[src/rtl/fifo_pkg.sv]
// Shared FIFO definitions: read-mode string constants and the pointer/count width helper.
package fifo_pkg;

  localparam int MODE_W = 40;
  localparam logic [MODE_W-1:0] MODE_TRUE  = 40'("TRUE");
  localparam logic [MODE_W-1:0] MODE_FALSE = 40'("FALSE");

  // Bits needed to represent 0..2**asize inclusive (always asize+1).
  function automatic int count_width(input int asize);
    return $clog2((1 << asize) + 1);
  endfunction

  // Anything other than "FALSE" selects first-word fall-through.
  function automatic bit is_fwft(input logic [MODE_W-1:0] mode);
    return mode != MODE_FALSE;
  endfunction

endpackage

[src/rtl/sync_ram.sv]
// Simple dual-port storage: one write port, one read port with selectable
// combinational (fall-through) or registered read data.
module sync_ram
  import fifo_pkg::*;
#(
  parameter int                 DSIZE       = 8,
  parameter int                 ASIZE       = 4,
  parameter logic [MODE_W-1:0]  FALLTHROUGH = MODE_TRUE
) (
  input  logic             clk,
  input  logic             rst,
  input  logic             we,
  input  logic [ASIZE-1:0] waddr,
  input  logic [DSIZE-1:0] wdata,
  input  logic             re,
  input  logic [ASIZE-1:0] raddr,
  output logic [DSIZE-1:0] rdata
);

  localparam int  DEPTH = 1 << ASIZE;
  localparam bit  FWFT  = is_fwft(FALLTHROUGH);

  logic [DSIZE-1:0] mem_q [DEPTH];
  logic [DSIZE-1:0] rdata_d, rdata_q;

  // NOTE: the storage array has no reset on purpose; clearing it would force
  // flops instead of RAM, and the pointers alone decide which words are valid.
  always_ff @(posedge clk) begin
    if (we) begin
      mem_q[waddr] <= wdata;
    end
  end

  // NOTE: every signal assigned in always_comb gets a default first so no
  // path leaves it unassigned and no latch is inferred.
  always_comb begin
    rdata_d = rdata_q;
    if (re) begin
      rdata_d = mem_q[raddr];
    end
  end

  // NOTE: sequential state uses non-blocking assignments so all flops see
  // pre-edge values and simulation matches the synthesized registers.
  always_ff @(posedge clk) begin
    if (rst) begin
      rdata_q <= '0;
    end else begin
      rdata_q <= rdata_d;
    end
  end

  // The registered path is simply unused (and pruned) in fall-through mode.
  assign rdata = FWFT ? mem_q[raddr] : rdata_q;

endmodule

[src/rtl/sync_fifo.sv]
// Single-clock FIFO: extended-pointer full/empty detection, occupancy count,
// threshold flags and sticky overflow/underflow; storage lives in sync_ram.
module sync_fifo
  import fifo_pkg::*;
#(
  parameter int                 DSIZE       = 8,
  parameter int                 ASIZE       = 4,
  parameter logic [MODE_W-1:0]  FALLTHROUGH = MODE_TRUE,
  parameter int                 AFULL_TH    = (1 << ASIZE) - 2,
  parameter int                 AEMPTY_TH   = 2
) (
  input  logic                           clk,
  input  logic                           rst,
  input  logic                           wen,
  input  logic [DSIZE-1:0]               wdata,
  input  logic                           ren,
  output logic [DSIZE-1:0]               rdata,
  output logic                           wfull,
  output logic                           rempty,
  output logic                           afull,
  output logic                           aempty,
  output logic [count_width(ASIZE)-1:0]  count,
  output logic                           overflow,
  output logic                           underflow
);

  localparam int PW = count_width(ASIZE);

  logic [PW-1:0] wptr_d, wptr_q;
  logic [PW-1:0] rptr_d, rptr_q;
  logic          ovf_d, ovf_q;
  logic          unf_d, unf_q;
  logic          w_acc, r_acc;

  // Flags depend only on registered pointers, never on this cycle's requests.
  assign wfull  = (wptr_q[ASIZE] != rptr_q[ASIZE]) &&
                  (wptr_q[ASIZE-1:0] == rptr_q[ASIZE-1:0]);
  assign rempty = (wptr_q == rptr_q);
  assign count  = wptr_q - rptr_q;
  assign afull  = (int'(count) >= AFULL_TH);
  assign aempty = (int'(count) <= AEMPTY_TH);

  assign w_acc = wen && !wfull;
  assign r_acc = ren && !rempty;

  always_comb begin
    wptr_d = wptr_q;
    rptr_d = rptr_q;
    ovf_d  = ovf_q;
    unf_d  = unf_q;
    if (w_acc) wptr_d = wptr_q + 1'b1;
    if (r_acc) rptr_d = rptr_q + 1'b1;
    if (wen && wfull)  ovf_d = 1'b1;
    if (ren && rempty) unf_d = 1'b1;
  end

  always_ff @(posedge clk) begin
    if (rst) begin
      wptr_q <= '0;
      rptr_q <= '0;
      ovf_q  <= 1'b0;
      unf_q  <= 1'b0;
    end else begin
      wptr_q <= wptr_d;
      rptr_q <= rptr_d;
      ovf_q  <= ovf_d;
      unf_q  <= unf_d;
    end
  end

  assign overflow  = ovf_q;
  assign underflow = unf_q;

  sync_ram #(
    .DSIZE       (DSIZE),
    .ASIZE       (ASIZE),
    .FALLTHROUGH (FALLTHROUGH)
  ) u_ram (
    .clk   (clk),
    .rst   (rst),
    .we    (w_acc),
    .waddr (wptr_q[ASIZE-1:0]),
    .wdata (wdata),
    .re    (r_acc),
    .raddr (rptr_q[ASIZE-1:0]),
    .rdata (rdata)
  );

endmodule

[config.mk]
export PLATFORM = sky130hd
export DESIGN_NAME = sync_fifo
export DESIGN_NICKNAME = d
export VERILOG_FILES = /design/src/rtl/fifo_pkg.sv /design/src/rtl/sync_ram.sv /design/src/rtl/sync_fifo.sv
export SDC_FILE = /design/constraint.sdc
export NUM_CORES = 1
export LEC_CHECK = 0
export BUFFER_PORTS_ARGS = -buffer_cell sky130_fd_sc_hd__buf_2
export CORE_MARGIN = 10
export CORE_UTILIZATION = 50
export CTS_BUF_LIST = sky130_fd_sc_hd__clkbuf_4
export DETAILED_ROUTE_END_ITERATION = 6
export GPL_ROUTABILITY_DRIVEN = 0
export PLACE_DENSITY = 0.67
export SKIP_LAST_GASP = 1
export SYNTH_ARGS = -nofsm -noshare
export SYNTH_HDL_FRONTEND = slang
export SYNTH_HIERARCHICAL = 1
export SYNTH_SLANG_ARGS = --single-unit
[constraint.sdc]
create_clock -name clk -period 3.48 [get_ports clk]
set_input_delay 0.696 -clock clk [delete_from_list [all_inputs] [get_ports clk]]
set_output_delay 0.696 -clock clk [all_outputs]
set_load 0.01 [all_outputs]
## Yosys cells after proc, flatten, opt, wreduce, memory -nomap -nowiden

Memory sizes are Yosys's and may differ from the RTL's. A register that Yosys moved wholly into a read port is not among the register bits.
Cells that the tools add are included.

- Bits in registers: 12
- Word-level logic and storage cells: 24
- Output and inout bits: 19
- Memories: 1
- RAM bits: 128

Memories:

| memory | words | width | read ports | clocked after Yosys merged registers in | wr ports | RTL line | RTL |
|---|---|---|---|---|---|---|---|
| u_ram.mem_q | 16 | 8 | 1 | 1 | 1 | sync_ram.sv:23 | `logic [DSIZE-1:0] mem_q [DEPTH];` |

- Reduce and logical (&&, ||, !) cells: 7
- Add/sub/neg operators: 3
- Eq/ne operators: 3
- Mux-type cells: 4
- Magnitude comparators: 2

Operators with widths:

| kind | count |
|---|---|
| $add 5x1->5 const B | 2 |
| $mux 4 | 2 |
| $eq 5x5->1 | 1 |
| $ge 5x4->1 const B | 1 |
| $le 5x2->1 const B | 1 |
| $logic_and 1x1->1 | 5 |
| $sub 5x5->5 | 1 |
| $eq 4x4->1 | 1 |
| $logic_not 1->1 | 2 |
| $mux 1 | 2 |
| $ne 1x1->1 | 1 |

## Longest topological paths before layout

- Word-level depth: 6
- Mapped depth: 8
- Depth with buffers taken out: 8

## Hierarchy

The synthesis kept the hierarchy.

By module, submodules not included:

| module | cells each | times used | area each (µm²) |
|---|---|---|---|
| sync_ram | 221 | 1 | 4987.3 |
| sync_fifo | 79 | 1 | 701.9 |

## Worst setup path before layout

OpenSTA, ideal clock, no wires.

- Kind: register to output
- Start: register wptr_q[0]
- End: output port aempty
- Arrival time: 2202 ps
- Data required time: 2784 ps
- Stages on the path, launching flop included: 9
- Path slack: 582 ps
- Cells stage by stage: dfxtp_1 inv_1 ha_1 inv_1 fa_1 a21o_1 a21oi_1 xnor2_1 a2111oi_0

- Cells in the longest elaborated chain, start to end: 2

Ends and longest elaborated chain:

| item | RTL line | RTL |
|---|---|---|
| start, declared | sync_fifo.sv:29 | `logic [PW-1:0] wptr_d, wptr_q;` |
| start signal, assigned | sync_fifo.sv:64 | `wptr_q <= wptr_d;` |
| $sub 5x5->5 | sync_fifo.sv:39 | `assign count = wptr_q - rptr_q;` |
| via count[4] | sync_fifo.sv:22 | `output logic [count_width(ASIZE)-1:0] count,` |
| $le 5x2->1 | sync_fifo.sv:41 | `assign aempty = (int'(count) <= AEMPTY_TH);` |
| end, declared | sync_fifo.sv:21 | `output logic aempty,` |

The timed path passes the listed nets, and every way through them passes these cells.

## Worst setup path after layout

- Start: register wptr_q[0]
- End: output port aempty

- Cells in the longest elaborated chain, start to end: 2

Ends and longest elaborated chain:

| item | RTL line |
|---|---|
| $sub 5x5->5 | sync_fifo.sv:39 |
| $le 5x2->1 | sync_fifo.sv:41 |

Every way passes these cells.

==> impl_metrics.tcl <==
set metrics [dict create \
    dr_total_vias 2920 \
    avgSynthCellArea_sq_um 19.01 \
    cts_buffer_depth 2 \
    syn-cell-area_sq_um 5685 \
    seqPwrFrac 0.522 \
    reg2reg_depth 8 \
    dpl.hpwl_mm 7.283 \
    p_switching_uw 888.9 \
    drive_gt1_frac 0.2938 \
    syn_to_final_growth_pct 12.74 \
    routed_wl_mm 11.01 \
    overflow 0 \
    die_w_um 126.6 \
    dieArea_sq_um 16040 \
    drtIter0Drc 255 \
    fin_skew_ns 0.01802 \
    regArea_sq_um 4086 \
    setup_violations 0 \
    h-tree-depth 4 \
    pre_cts_slack_ns 0.6662 \
    cpPeakStageDelay_ns 0.39 \
    finalMaxSlewViolations 0 \
    detail_route.wl_per_cell_um 21.54 \
    hold_class "in -> reg" \
    critical_path_class "reg -> out" \
    slew_headroom 0.4883 \
    max-vdd-ir-drop_v 0.0002667 \
    cts_inserted_buffers 17 \
    drtAntennaViolNets 0 \
    track_usage 0.1402 \
    fin_crit_ns 3.284 \
    crit_top_cell "inv_1" \
    initial_core_util 0.5177 \
    path_delay_family "compound AO/OA/AOI/OAI gates" \
    worst_slew_pin_slew_ns 0.7647 \
    antenna_found_initial 0 \
    grt_max_degree 36 \
    maxCapViolations 0 \
    vias_per_cell 5.714 \
    fmax_ghz 0.3045 \
    critPathSlowestCell "fa_1" \
    die_h_um 126.6 \
    combPwrFrac 0.157 \
    rr_endpoint "u_ram/mem_q[5][6]" \
    layout_setup_ws_ns 0.1962 \
    multi_input_area_sq_um 1485 \
    sw_frac_of_total 0.2472 \
    synth.net_count 318 \
    status "finished, final reports clean" \
    firstDrtPassIters 4 \
    cp.arrival_ns 2.59 \
    ioPinCount 31 \
    crit_required_ns 2.78 \
    rsz0062_at_grt "false" \
    path_clk_slew_ns 0.12 \
    path_max_fanout 10 \
    fillers 811 \
    post-cts-setup-buffers 0 \
    rows 38 \
    whs_endpoint "overflow" \
    diodes 0 \
    portBuffers 30 \
    rrSetupSlack_ns 0.75 \
    fin_crit_sh 0.9436 \
    yosysWarnings 6 \
    finalHoldViolations 0 \
    grt_pass1_vias 2953 \
    p_clk_frac 0.321 \
    rr_startpoint "rptr_q[2]" \
    syn_inst 299 \
    clkSinkCount 140 \
    hold_path_depth 3 \
    end_kind "primary output" \
    setup_tns_ns 0 \
    drc 0 \
    path_cells "inv_1 > ha_1 > inv_1 > fa_1 > a21o_1 > a21oi_1 > xnor2_1 > a2111oi_0 > buf_2" \
    grt_pass1_wl_mm 17.23 \
    power_density_nw_per_um2 561.1 \
    root_buffer "clkbuf_4" \
    core-area_sq_um 10980 \
    leakagePower_uw 0.002165 \
    layout.nets 377 \
    cp.buffers_inverters 3 \
    worst_skew_pair.late_latency_ns 0.52 \
    p_int_uw 2708 \
    cts_tree "yes" \
    hold_path_startpoint "wen" \
    cp-start-kind "register" \
]
-- cell type report --
| type | instances | share of cell area |
|---|---|---|
| multi-input cells | 141 | 0.2317 |
| inverters | 7 | 0.004099 |
| clock inverters | 14 | 0.03026 |
| well taps | 140 | 0.02733 |
| repair buffers | 51 | 0.04802 |
| clock buffers | 18 | 0.02108 |
| flip-flops and latches | 140 | 0.6375 |
-- worst reg2reg max path, cell delays in order, from the launching register on --
cell and delay, ns:
dfxtp_1 0.44, inv_1 0.11, ha_1 0.35, nand4_1 0.32, o21ai_1 0.19, inv_1 0.15
nand3b_1 0.15, nor2_1 0.52, buf_4 0.25
-- layer usage --
metal / vias to the layer above / track usage / wire length, um
li1: 1335 / - / -
met5: - / 0 / 0
met2: 78 / 0.2248 / 5499
met4: 0 / 0.04756 / 92
met1: 1498 / 0.1791 / 4744
met3: 9 / 0.04040 / 672
-- how the worst max path moves through the flow --
stage | startpoint | cells past startpoint | end | slack [ns]
after detailed placement | wptr_q[0] | 9 | aempty | 0.67
after floorplan | wptr_q[0] | 8 | aempty | 0.58
after global placement | wptr_q[0] | 9 | aempty | 0.72
after CTS | wptr_q[0] | 9 | aempty | 0.09
final | wptr_q[0] | 9 | aempty | 0.20
after global routing | wptr_q[0] | 9 | aempty | 0.02
-- timing repair --
item                       4_1_cts  5_1_grt
hold buffers                     0        0
setup endpoints to repair        0        1
resized for setup                0        1
-- power by group through the flow --
stage	sequential (uW)	combinational, uW	clock [uW]
2_1_floorplan	1920	405	0
3_3_place_gp	1920	563	0
3_5_place_dp	1920	573	0
4_1_cts	1880	573	1180
5_1_grt	1880	615	1250
6_report	1880	564	1150
-- flip-flops by register name, indices dropped and copies added, names as in the netlist --
signal,cells
u_ram/mem_q,128
rptr_q,5
wptr_q,5
overflow,1
underflow,1
-- stage by stage --
step / cell area [sq um] / cells / total power, uW / hold WS, ns / utilization
after floorplan: 5685 / 299 / 2321 / 0.5022 / -
after global placement: 6080 / 479 / 2478 / 0.4434 / 0.5535
after detailed placement: 6080 / 479 / 2489 / 0.4511 / 0.5535
after CTS: 6409 / 511 / 3632 / 0.4084 / 0.5835
after global routing: 6410 / 511 / 3746 / 0.4145 / 0.5836
final: 6410 / 511 / 3597 / 0.4410 / 0.5836
-- placed cells by master (no fill, tap or decap), types with 2 or more instances in the layout --
cell and n:
edfxtp_1 128, buf_2 30, nor2_1 24, buf_4 21, clkbuf_4 18, mux4_2 18
a22oi_1 16, mux4_1 14, nand2_1 12, dfxtp_1 10, inv_1 7, a21oi_1 7
ha_1 6, xor2_1 5, o21ai_0 4, clkinv_4 4, bufinv_16 4, nor3_1 4
xnor2_1 3, or3_1 3, clkinv_2 3, o211ai_1 2, mux2i_1 2, nand3_1 2
clkinvlp_4 2, dfxtp_2 2, nand3b_1 2, nand2b_1 2
No activity file was read; power rests on OpenSTA's default activity.
